`config.mk`:
```
export PLATFORM = sky130hd
export DESIGN_NAME = dcache_snoop_responder
export DESIGN_NICKNAME = d
export VERILOG_FILES = /design/src/rtl/dcache_snoop_responder_pkg.sv /design/src/rtl/dcache_snoop_responder_tag_match.sv /design/src/rtl/dcache_snoop_responder.sv
export SDC_FILE = /design/constraint.sdc
export NUM_CORES = 1
export LEC_CHECK = 0
export BUFFER_PORTS_ARGS = -buffer_cell sky130_fd_sc_hd__buf_2
export CELL_PAD_IN_SITES_DETAIL_PLACEMENT = 0
export CELL_PAD_IN_SITES_GLOBAL_PLACEMENT = 2
export CORE_ASPECT_RATIO = 0.9
export CORE_MARGIN = 5
export CORE_UTILIZATION = 27
export CTS_CLUSTER_DIAMETER = 120
export CTS_CLUSTER_SIZE = 16
export DETAILED_ROUTE_END_ITERATION = 10
export PLACE_DENSITY_LB_ADDON = 0.1
export SYNTH_ARGS = -nofsm -noshare
export SYNTH_HDL_FRONTEND = slang
export SYNTH_SLANG_ARGS = --single-unit
```
`constraint.sdc`:
```
create_clock -name CLK -period 4.55 [get_ports CLK]
set_input_delay 0.2275 -clock CLK [delete_from_list [all_inputs] [get_ports CLK]]
set_output_delay 0.2275 -clock CLK [all_outputs]
set_load 0.02 [all_outputs]
```
`src/rtl/dcache_snoop_responder_pkg.sv`:
```
// Shared types and geometry for the dcache snoop responder.
// Address layout: {tag, set index, block word offset, byte offset}.
package dcache_snoop_responder_pkg;

    localparam int SETS  = 8;
    localparam int WAYS  = 2;
    localparam int WORDS = 2;
    localparam int IDXW  = $clog2(SETS);
    localparam int TAGW  = 32 - IDXW - 3;
    localparam int WAYW  = (WAYS > 1) ? $clog2(WAYS) : 1;

    typedef enum logic [2:0] {
        ST_IDLE   = 3'd0,
        ST_WB1    = 3'd1,
        ST_WB2    = 3'd2,
        ST_UPDATE = 3'd3,
        ST_INVAL  = 3'd4
    } snoop_state_t;

    typedef struct packed {
        logic [TAGW-1:0] tag;
        logic [IDXW-1:0] idx;
        logic            blkoff;
        logic [1:0]      bytoff;
    } dcache_addr_t;

    function automatic logic [31:0] block_base(input dcache_addr_t a);
        return {a.tag, a.idx, 3'b000};
    endfunction

endpackage

```
`src/rtl/dcache_snoop_responder_tag_match.sv`:
```
// Tag compare across all ways of the indexed set; the lowest hitting way
// wins so an (illegal) multi-way hit still resolves deterministically.
module snoop_tag_match
    import dcache_snoop_responder_pkg::*;
(
    input  logic [TAGW-1:0]      tag_i,
    input  logic [WAYS*TAGW-1:0] arr_tag_i,
    input  logic [WAYS-1:0]      arr_valid_i,
    input  logic [WAYS-1:0]      arr_dirty_i,
    output logic                 hit_o,
    output logic [WAYW-1:0]      hit_way_o,
    output logic                 hit_dirty_o
);

    always_comb begin
        hit_o       = 1'b0;
        hit_way_o   = '0;
        hit_dirty_o = 1'b0;
        // Walk from the top way down so the lowest match is the last writer.
        for (int w = WAYS - 1; w >= 0; w--) begin
            if (arr_valid_i[w] && (arr_tag_i[w*TAGW +: TAGW] == tag_i)) begin
                hit_o       = 1'b1;
                hit_way_o   = WAYW'(w);
                hit_dirty_o = arr_dirty_i[w];
            end
        end
    end

endmodule

```
`src/rtl/dcache_snoop_responder.sv`:
```
// Cache-side snoop responder: answers coherence snoops, streams dirty blocks
// out for writeback, downgrades M->S or invalidates, and stalls the dcache FSM.
//
// state   | meaning
// --------+-------------------------------------------------------------
// IDLE    | watching ccwait/ccinv against the live arrays
// WB1     | presenting captured word0 at block base
// WB2     | presenting captured word1 at block base + 4
// UPDATE  | clearing dirty (M->S) or valid (M->I) after the writeback
// INVAL   | clearing valid on a snoop invalidate of a non-written-back line
module dcache_snoop_responder
    import dcache_snoop_responder_pkg::*;
(
    input  logic                      CLK,
    input  logic                      RST,
    input  logic                      ccwait,
    input  logic                      ccinv,
    input  logic [31:0]               ccsnoopaddr,
    input  logic                      dwait,
    output logic                      ccwrite,
    output logic [31:0]               snp_daddr,
    output logic [31:0]               snp_dstore,
    output logic                      snp_active,
    output logic [IDXW-1:0]           arr_idx,
    input  logic [WAYS*TAGW-1:0]      arr_tag,
    input  logic [WAYS-1:0]           arr_valid,
    input  logic [WAYS-1:0]           arr_dirty,
    input  logic [WAYS*WORDS*32-1:0]  arr_data,
    output logic                      upd_en,
    output logic [IDXW-1:0]           upd_idx,
    output logic [WAYW-1:0]           upd_way,
    output logic                      upd_valid,
    output logic                      upd_dirty
);

    snoop_state_t    state_q;
    logic            inv_pend_q;
    logic [IDXW-1:0] idx_q;
    logic [WAYW-1:0] way_q;
    logic [31:0]     base_q;
    logic [31:0]     word0_q;
    logic [31:0]     word1_q;

    dcache_addr_t    snoop_addr;
    logic            hit;
    logic [WAYW-1:0] hit_way;
    logic            hit_dirty;
    logic            dirty_snoop;
    logic [31:0]     hit_word0;
    logic [31:0]     hit_word1;
    logic            offset_unused;

    assign snoop_addr    = dcache_addr_t'(ccsnoopaddr);
    assign offset_unused = ^{snoop_addr.blkoff, snoop_addr.bytoff};

    snoop_tag_match u_tag_match (
        .tag_i       (snoop_addr.tag),
        .arr_tag_i   (arr_tag),
        .arr_valid_i (arr_valid),
        .arr_dirty_i (arr_dirty),
        .hit_o       (hit),
        .hit_way_o   (hit_way),
        .hit_dirty_o (hit_dirty)
    );

    assign dirty_snoop = ccwait && hit && hit_dirty;
    assign hit_word0   = arr_data[(int'(hit_way) * WORDS + 0) * 32 +: 32];
    assign hit_word1   = arr_data[(int'(hit_way) * WORDS + 1) * 32 +: 32];

    always_ff @(posedge CLK) begin
        if (RST) begin
            state_q    <= ST_IDLE;
            inv_pend_q <= 1'b0;
            idx_q      <= '0;
            way_q      <= '0;
            base_q     <= '0;
            word0_q    <= '0;
            word1_q    <= '0;
        end else begin
            case (state_q)
                ST_IDLE: begin
                    if (dirty_snoop) begin
                        state_q    <= ST_WB1;
                        inv_pend_q <= ccinv;
                        idx_q      <= snoop_addr.idx;
                        way_q      <= hit_way;
                        base_q     <= block_base(snoop_addr);
                        word0_q    <= hit_word0;
                        word1_q    <= hit_word1;
                    end else if (ccinv && hit) begin
                        state_q <= ST_INVAL;
                        idx_q   <= snoop_addr.idx;
                        way_q   <= hit_way;
                    end
                end
                // Losing ccwait mid-stream abandons the writeback; the line stays M.
                ST_WB1: begin
                    if (!ccwait) begin
                        state_q <= ST_IDLE;
                    end else begin
                        inv_pend_q <= inv_pend_q | ccinv;
                        if (!dwait) state_q <= ST_WB2;
                    end
                end
                ST_WB2: begin
                    if (!ccwait) begin
                        state_q <= ST_IDLE;
                    end else begin
                        inv_pend_q <= inv_pend_q | ccinv;
                        if (!dwait) state_q <= ST_UPDATE;
                    end
                end
                ST_UPDATE: state_q <= ST_IDLE;
                ST_INVAL:  state_q <= ST_IDLE;
                default:   state_q <= ST_IDLE;
            endcase
        end
    end

    always_comb begin
        ccwrite    = 1'b0;
        snp_daddr  = '0;
        snp_dstore = '0;
        snp_active = 1'b0;
        arr_idx    = '0;
        upd_en     = 1'b0;
        upd_idx    = '0;
        upd_way    = '0;
        upd_valid  = 1'b0;
        upd_dirty  = 1'b0;
        if (!RST) begin
            case (state_q)
                ST_IDLE: begin
                    arr_idx    = snoop_addr.idx;
                    ccwrite    = dirty_snoop;
                    snp_active = ccwait | ccinv;
                end
                ST_WB1: begin
                    arr_idx    = idx_q;
                    ccwrite    = 1'b1;
                    snp_active = 1'b1;
                    snp_daddr  = base_q;
                    snp_dstore = word0_q;
                end
                ST_WB2: begin
                    arr_idx    = idx_q;
                    ccwrite    = 1'b1;
                    snp_active = 1'b1;
                    snp_daddr  = base_q + 32'd4;
                    snp_dstore = word1_q;
                end
                ST_UPDATE: begin
                    arr_idx    = idx_q;
                    snp_active = 1'b1;
                    upd_en     = 1'b1;
                    upd_idx    = idx_q;
                    upd_way    = way_q;
                    upd_valid  = !inv_pend_q;
                end
                ST_INVAL: begin
                    arr_idx    = idx_q;
                    snp_active = 1'b1;
                    upd_en     = 1'b1;
                    upd_idx    = idx_q;
                    upd_way    = way_q;
                end
                default: ;
            endcase
        end
    end

endmodule

```
==> flow_summary_export.csv, run 1 <==
group,metric,value,unit
status,status,"finished, final reports clean",
die,die_w,164,um
place,dp_hpwl,15500,um
timing,fmaxAchievable,0.341,GHz
clocking,cts.repair.resized,0,
timing,finClkSkew,0.00586,ns
route,drtPass1Iterations,4,
pwr,switching_power,495,uW
global_routing,grt_pass1_vias,5728,
pwr,p_leak,3.02,nW
worst_setup_path,max_stage_delay,0.84,ns
min_path,min_path_type,"input port to flop",
worst_setup_path,required,4.83,ns
route,route.detailed.drc,0,
finish,mostFrequentLayoutCells,"289 x buf_2, 101 x dfxtp_1, 78 x nor2_1",
timing,tns,0,ns
finish,layout_commonest_cell,"buf_2",
finish,syn2layout_area_growth,33.1,%
clocking,postCtsSetupBuffers,0,
finish,multi_input_area,3390,um^2
pwr,comb_power_share,12.4,%
route,wl_per_cell,16.6,um
synth,ys.flop_type,"dfxtp_1",
worst_setup_path,path_buf_inv,2,
timing,min_period,2.93,ns
global_routing,grt_pass1_wl,31000,um
clocking,cts.clk_slew.worst_paths,0.07,ns
finish,fin_nets,1147,
worst_setup_path,crit_path_end_kind,"flop",
synth,synthDistinctLibCells,40,
clocking,ctsHtreeMaxLevel,3,
clocking,cts_tree,"yes",
synth,synth.cell_area,5740,um^2
route,drtIter0Drc,250,
synth,synthArstFlopShare,0,%
global_routing,grt.busiest_layer,"met2",
die,io_pins,297,
timing,worst_slew_pin_slew,0.965,ns
clocking,clk_latency,0.35,ns
worst_setup_path,arrival,3.21,ns
flow_run,maxCapViolCount,0,
timing,final_hold_viol_count,0,
pwr,power_frac_seq,45.3,%
die,die_h,148,um
clocking,clk_path_buf_depth,2,
pwr,power_density,255,nW/um^2
worst_setup_path,path_cells,"buf_2 > xnor2_1 > nand4_1 > nor4_1 > a2111oi_0 > o211ai_1 > buf_4 > nand2_1 > a21oi_1",
synth,synth-edff-count,0,
global_routing,grt_usage,16.1,%
route,drt.antenna.violating_nets,0,
timing,min_period_over_period,64.5,%
finish,seqCellArea,2020,um^2
synth,postSynthCellCount,671,
timing,rsz0062_at_grt,"false",
finish,diodes,0,
global_routing,use_met1,21.4,%
place,port-buffer-count,290,
worst_setup_path,cp-start-kind,"input port",
finish,drive_above_1_share,34.8,%
pwr,power_frac_clock,42.3,%
synth,seq_area_frac_synth,35.2,%
global_routing,grt_use_met3,4.02,%
pwr,peakVddDrop,157,uV
global_routing,grt_max_degree,78,
clocking,clock_sinks,101,
timing,setup_slack,1.62,ns
timing,relSlewSlack,35.4,%
worst_setup_path,worstPathMaxFanout,18,
timing,slew_viol_final,0,
synth,ys_seq_elements,101,
worst_setup_path,critPathKind,"input port to flop",
pwr,switching_share,25.4,%
route,via_count,5669,
synth,syn_area_per_cell,8.55,um^2
worst_setup_path,critPathTopFamily,"compound AO/OA/AOI/OAI gates",
die,core-area,20800,um^2
global_routing,grtUsageMet2,26.5,%
die,start_util,27.5,%
die,num_rows,50,
timing,setup_violations,0,
clocking,numCtsBuffers,9,
finish,n_fill_cell,2242,
route,viasPerCell,4.66,
global_routing,overflow,0,
clocking,cts_root_buf,"clkbuf_16",
pwr,p_int,1.45,mW
worst_setup_path,slowest_stage,"o211ai_1",
place,dp_slack,1.23,ns
clocking,cts_hold_buf,0,
global_routing,antenna_found_initial,0,
synth,synth_warnings,0,
die,design.die.area,24300,um^2
route,wl,20200,um
place,gp_congestion,0.857,
state kept, by name (all words and copies together), names as in the netlist:
register	cells
idx_q	3
state_q	3
base_q	29
word1_q	32
word0_q	32
way_q	1
inv_pend_q	1
final cells by class:
type,instances,area share (%)
clock buffers,10,3.13
flip-flops and latches,101,26.5
clock inverters,6,1.03
well taps,286,4.69
inverters,1,0.0492
multi-input cells,515,44.5
repair buffers,298,20.2
path summary, 6_finish.rpt:
kind              cells after the start            start          end  slack, ns
setup / recovery                      9  ccsnoopaddr[16]   base_q[29]       1.62
hold reg to reg                       2       base_q[12]   base_q[12]       0.45
setup reg to reg                      6       state_q[0]  word0_q[30]       2.00
hold / removal                        3   ccsnoopaddr[3]    base_q[3]       0.14
layer usage:
metal	wire, um	part of all wire (%)
met5	0	0
met4	154	0.76
met3	1520	7.5
met2	9500	47
met1	9000	45
cells by family (layout without fill, tap and decap cells):
group           count (synthesis)  count (layout)  share of synthesized area (%)
xor+xnor                       54              54                           8.24
compound gates                155             155                           19.5
flops                         101             101                           35.2
simple gates                  239             239                           19.5
buf+inv                        57             315                           6.30
mux                            64              64                           11.2
other cells                     1               3                         0.0654
synthesized netlist by cell type (2+ instances only):
library cell / count / area share [%]
a211oi_1: 63 / 8.2
a211oi_2: 2 / 0.44
a21oi_1: 40 / 3.5
a22o_1: 32 / 4.9
a31oi_1: 3 / 0.33
and2_1: 33 / 3.6
and3_1: 5 / 0.55
buf_12: 6 / 2.1
buf_2: 7 / 0.61
buf_4: 3 / 0.39
buf_6: 4 / 0.79
clkbuf_1: 36 / 2.4
dfxtp_1: 101 / 35
mux2i_1: 64 / 11
nand2_1: 75 / 4.9
nand3_1: 6 / 0.52
nand4_1: 19 / 2.1
nor2_1: 79 / 5.2
nor3_1: 3 / 0.26
nor3b_1: 3 / 0.39
nor4_1: 8 / 0.87
nor4b_1: 2 / 0.31
o211a_1: 2 / 0.35
o211ai_1: 3 / 0.39
o21ai_0: 4 / 0.35
or4_1: 2 / 0.26
xnor2_1: 43 / 6.6
xor2_1: 11 / 1.7
power groups by stage:
stage / clock network, mW / registers (mW) / logic, mW
3_3_place_gp: 0 / 0.904 / 0.242
5_1_grt: 0.894 / 0.883 / 0.267
2_1_floorplan: 0 / 0.904 / 0.0999
6_report: 0.823 / 0.883 / 0.242
4_1_cts: 0.857 / 0.883 / 0.245
3_5_place_dp: 0 / 0.904 / 0.243
stage by stage:
stage	power [mW]	instances	utilization (%)	instance area, um^2	hold WS, ns
after detailed placement	1.15	1201	35.1	7320	0.441
after global routing	2.04	1217	36.6	7630	0.129
after floorplan	1.00	673	-	5740	0.368
after CTS	1.98	1217	36.6	7630	0.127
after global placement	1.15	1201	35.1	7320	0.435
final	1.95	1217	36.6	7630	0.144
worst min-delay path: cells and delay by family:
kind	cells	cell delay, ns
AND/OR/NAND/NOR	1	0.05
buffers and inverters	1	0.11
AO/OA/AOI/OAI	1	0.05
No activity file was read; power rests on OpenSTA's default activity.
==> inputs of run 2 (changes only) <==
- CORE_UTILIZATION: 27 -> 22
- clock period: 4.55 -> 2.67 ns (I/O delays scaled with it)
==> flow_summary_export.csv, run 2 (same netlist as run 1, synthesis figures left out) <==
group,metric,value,unit
finish,fin_area,7930,um^2
die,design.die.area,29400,um^2
timing,min_period,2.29,ns
timing,slew_viol_final,0,
worst_setup_path,worstPathMaxFanout,3,
clocking,cts.clk_slew.worst_paths,0.08,ns
global_routing,grt_pass1_vias,5791,
clocking,numCtsBuffers,9,
timing,setup_violations,0,
clocking,clock_sinks,101,
finish,syn2layout_area_growth,38.2,%
clocking,cts_tree,"yes",
timing,min_period_over_period,85.7,%
timing,rsz0062_at_grt,"false",
status,status,"finished, final reports clean",
pwr,p_leak,3.16,nW
timing,finClkSkew,0.0131,ns
place,port-buffer-count,290,
route,via_count,5683,
finish,fin_nets,1176,
place,dp_cells,1292,
clocking,clk_path_buf_depth,2,
die,io_pins,297,
die,num_rows,56,
worst_setup_path,ff2ff_path_depth,6,
die,start_util,22.2,%
clocking,clk_latency,0.36,ns
worst_setup_path,required,2.54,ns
route,viasPerCell,4.34,
worst_setup_path,arrival,2.15,ns
min_path,holdPathStages,3,
clocking,postCtsSetupBuffers,0,
route,drt.antenna.violating_nets,0,
finish,final_cells,1308,
route,drtIter0Drc,224,
global_routing,grt_max_degree,60,
global_routing,grt_usage,14.4,%
clocking,cts_hold_buf,0,
worst_setup_path,cp-start-kind,"input port",
timing,final_hold_viol_count,0,
pwr,power_density,412,nW/um^2
global_routing,grt_pass1_wl,33500,um
clocking,ctsHtreeMaxLevel,3,
global_routing,antenna_found_initial,0,
timing,relSlewSlack,54.9,%
die,die_h,163,um
timing,fmaxAchievable,0.437,GHz
pwr,peakVddDrop,282,uV
timing,worst_slew_pin_slew,0.676,ns
global_routing,overflow,0,
place,dp_hpwl,17100,um
place,gp_congestion,0.792,
route,drtPass1Iterations,4,
worst_setup_path,crit_path_end_kind,"output pin",
clocking,cts.repair.resized,0,
finish,diodes,0,
flow_run,maxCapViolCount,0,
route,wl_per_cell,16.8,um
finish,layout_commonest_cell,"buf_2",
finish,top_regs,"word0_q (32), word1_q (32), base_q (29)",
die,die_w,180,um
finish,mostFrequentLayoutCells,"289 x buf_2, 101 x dfxtp_1, 78 x nor2_1",
route,wl,22000,um
route,route.detailed.drc,0,
die,core-area,25900,um^2
timing,setup_slack,0.383,ns
finish,drive_above_1_share,36.8,%
place,placed_cell_area,7640,um^2
min_path,min_path_type,"input port to flop",
worst_setup_path,critPathKind,"input port to output pin",
place,dp_slack,-0.0118,ns
clocking,cts_root_buf,"clkbuf_16",
==> run 2: cell types whose count changed in the layout (fill, tap and decap cells not counted), moves of 2 or more <==
cell	previous run	this run
buf_4	7	34
inv_6	1	3
clkinv_4	2	0
buf_12	2	4
==> run 2: per-stage QoR <==
stage	utilization [%]	hold WS (ns)	power, mW	TNS [ns]
floorplan	-	0.274	1.71	0
global placement	29.5	0.419	1.98	0
detailed placement	29.5	0.422	1.98	-0.0118
CTS	30.7	0.0330	3.35	0
global route	30.7	0.0537	3.44	0
finish	30.7	0.0537	3.27	0
==> run 2: final timing paths <==
check	from	to	slack (ns)
worst max-delay path	ccsnoopaddr[8]	ccwrite	0.38
worst min register to register	base_q[30]	base_q[30]	0.45
worst min-delay path	ccsnoopaddr[19]	base_q[19]	0.05
worst max register to register	state_q[0]	word1_q[16]	0.61
==> run 2: cell type report <==
cell class	count	area, um^2
Fill cell	2864	17900
Multi-Input combinational cell	515	3390
Sequential cell	101	2020
Timing Repair Buffer	327	1780
Tap cell	348	435
Clock buffer	9	225
Clock inverter	7	66.3
Inverter	1	3.75
==> run 2: worst max-delay path, cell delays in order <==
cell      delay [ns]
buf_2           0.12
buf_4           0.15
xor2_1          0.18
nor4_1          0.36
and3_1          0.31
and3_1          0.24
o21bai_1        0.16
nand2_1         0.13
a21oi_1         0.18
buf_2           0.19
==> run 2: layer usage <==
layer / wire length, um / up-vias / track usage (%)
met5: 0 / - / 0
met4: 240 / 0 / 2.96
met3: 1120 / 11 / 3.67
met2: 10500 / 132 / 24.3
met1: 10100 / 2573 / 18.7
li1: - / 2967 / -
==> run 2: report_power, final <==
| part | switching, mW | total, mW | internal, mW |
|---|---|---|---|
| combinational | 0.220 | 0.432 | 0.212 |
| clock | 0.672 | 1.33 | 0.658 |
| sequential | 0.0000000157 | 1.50 | 1.50 |
==> inputs of run 3 (changes only) <==
- BUFFER_PORTS_ARGS: -buffer_cell sky130_fd_sc_hd__buf_2 -> default
- CORE_UTILIZATION: 22 -> 31
- DONT_BUFFER_PORTS: default -> 1
- SKIP_LAST_GASP: default -> 1
==> flow_summary_export.csv, run 3 (same netlist as run 1, synthesis figures left out) <==
group,metric,value,unit
die,die_h,139,um
clocking,ctsHtreeMaxLevel,3,
global_routing,antenna_found_initial,0,
clocking,postCtsSetupBuffers,0,
die,core-area,18300,um^2
clocking,clk_latency,0.35,ns
timing,tns,0,ns
global_routing,grt_max_degree,99,
worst_setup_path,arrival,2.54,ns
timing,slew_viol_final,0,
place,gp_congestion,0.852,
finish,drive_above_1_share,6.57,%
finish,layout_commonest_cell,"dfxtp_1",
timing,rsz0062_at_grt,"false",
pwr,power,3.11,mW
route,route.detailed.drc,0,
die,io_pins,297,
timing,finClkSkew,0.0113,ns
route,viasPerCell,5.23,
die,design.die.area,21300,um^2
finish,top_regs,"word0_q (32), word1_q (32), base_q (29)",
clocking,clk_path_buf_depth,2,
die,start_util,31.4,%
clocking,numCtsBuffers,9,
pwr,peakVddDrop,262,uV
timing,final_hold_viol_count,0,
route,via_count,4860,
finish,n_fill_cell,1931,
worst_setup_path,crit_path_end_kind,"flop",
die,num_rows,47,
global_routing,grt_usage,16.9,%
status,status,"finished, final reports clean",
finish,fin_nets,901,
clocking,cts_tree,"yes",
route,wl,18600,um
timing,min_period,2.29,ns
die,die_w,153,um
min_path,min_path_type,"input port to flop",
worst_setup_path,required,2.92,ns
route,wl_per_cell,20.0,um
global_routing,grt_pass1_vias,4964,
finish,syn2layout_area_growth,14.5,%
flow_run,maxCapViolCount,0,
timing,min_period_over_period,85.6,%
finish,diodes,0,
route,drtIter0Drc,190,
global_routing,overflow,0,
worst_setup_path,worstPathMaxFanout,32,
timing,fmaxAchievable,0.438,GHz
clocking,cts_hold_buf,32,
place,port-buffer-count,0,
global_routing,grt_pass1_wl,28800,um
clocking,cts.repair.resized,0,
pwr,p_leak,1.95,nW
route,drt.antenna.violating_nets,0,
worst_setup_path,critPathKind,"input port to flop",
timing,setup_violations,0,
worst_setup_path,cp-start-kind,"input port",
finish,mostFrequentLayoutCells,"101 x dfxtp_1, 78 x nor2_1, 75 x nand2_1",
timing,worst_slew_pin_slew,0.717,ns
timing,relSlewSlack,51.9,%
clocking,clock_sinks,101,
clocking,cts.clk_slew.worst_paths,0.07,ns
pwr,power_density,474,nW/um^2
route,drtPass1Iterations,4,
place,dp_hpwl,13800,um
clocking,cts_root_buf,"clkbuf_16",
## run 3: cell count changes in the layout (fill, tap and decap cells not counted), sizes merged
| cell | before | now |
|---|---|---|
| buf | 327 | 20 |
| bufinv | 0 | 1 |
| dlygate4sd3 | 0 | 32 |
| clkinv | 2 | 1 |
| inv | 5 | 3 |
| clkinvlp | 1 | 2 |
| clkbuf | 9 | 10 |
## run 3: area by class of cell
class,instances,area [um^2],area share (%)
clock buffers,10,229,3.49
flip-flops and latches,101,2020,30.8
well taps,245,307,4.67
inverters,1,3.75,0.0572
repair buffers,52,541,8.23
clock inverters,6,70.1,1.07
multi-input cells,515,3390,51.7
## run 3: worst max-delay path, stage by stage
cell      delay [ns]
xnor2_1         0.30
buf_4           0.19
nand4_1         0.11
nor4b_1         0.45
o2111a_1        0.31
o211a_4         0.35
buf_4           0.37
nor2_1          0.07
a211oi_1        0.23
## run 3: metrics by stage
stage	area (um^2)	utilization (%)	cells	setup WS [ns]	hold slack (ns)
finish	6570	35.9	930	0.385	0.0144
global route	6570	35.9	930	0.204	0.00643
CTS	6560	35.8	929	0.421	0.00165
detailed placement	5920	32.4	881	0.100	0.221
global placement	5920	32.4	881	0.102	0.217
floorplan	5740	-	673	0.543	0.274
## run 3: path summary, 6_finish.rpt
| path | start | slack, ns | endpoint | cells past startpoint |
|---|---|---|---|---|
| setup / recovery | ccsnoopaddr[26] | 0.38 | word1_q[7] | 9 |
| hold reg to reg | base_q[14] | 0.45 | base_q[14] | 2 |
| hold / removal | arr_data[14] | 0.01 | word0_q[14] | 2 |
| setup reg to reg | state_q[0] | 0.42 | word1_q[7] | 6 |
## run 3: metal layers
| metal | track usage [%] | wire length (um) | vias up |
|---|---|---|---|
| met3 | 5.49 | 1360 | 16 |
| met4 | 4.32 | 233 | 0 |
| met5 | 0 | 0 | - |
| met1 | 22.2 | 8390 | 2256 |
| met2 | 26.8 | 8590 | 178 |
| li1 | - | - | 2410 |
## run 3: power by group
part           switching (mW)  total, mW  internal (mW)  leakage (nW)
Clock                   0.606       1.34          0.736         0.141
Combinational           0.142      0.265          0.123          1.00
Sequential       0.0000000156       1.50           1.50         0.813
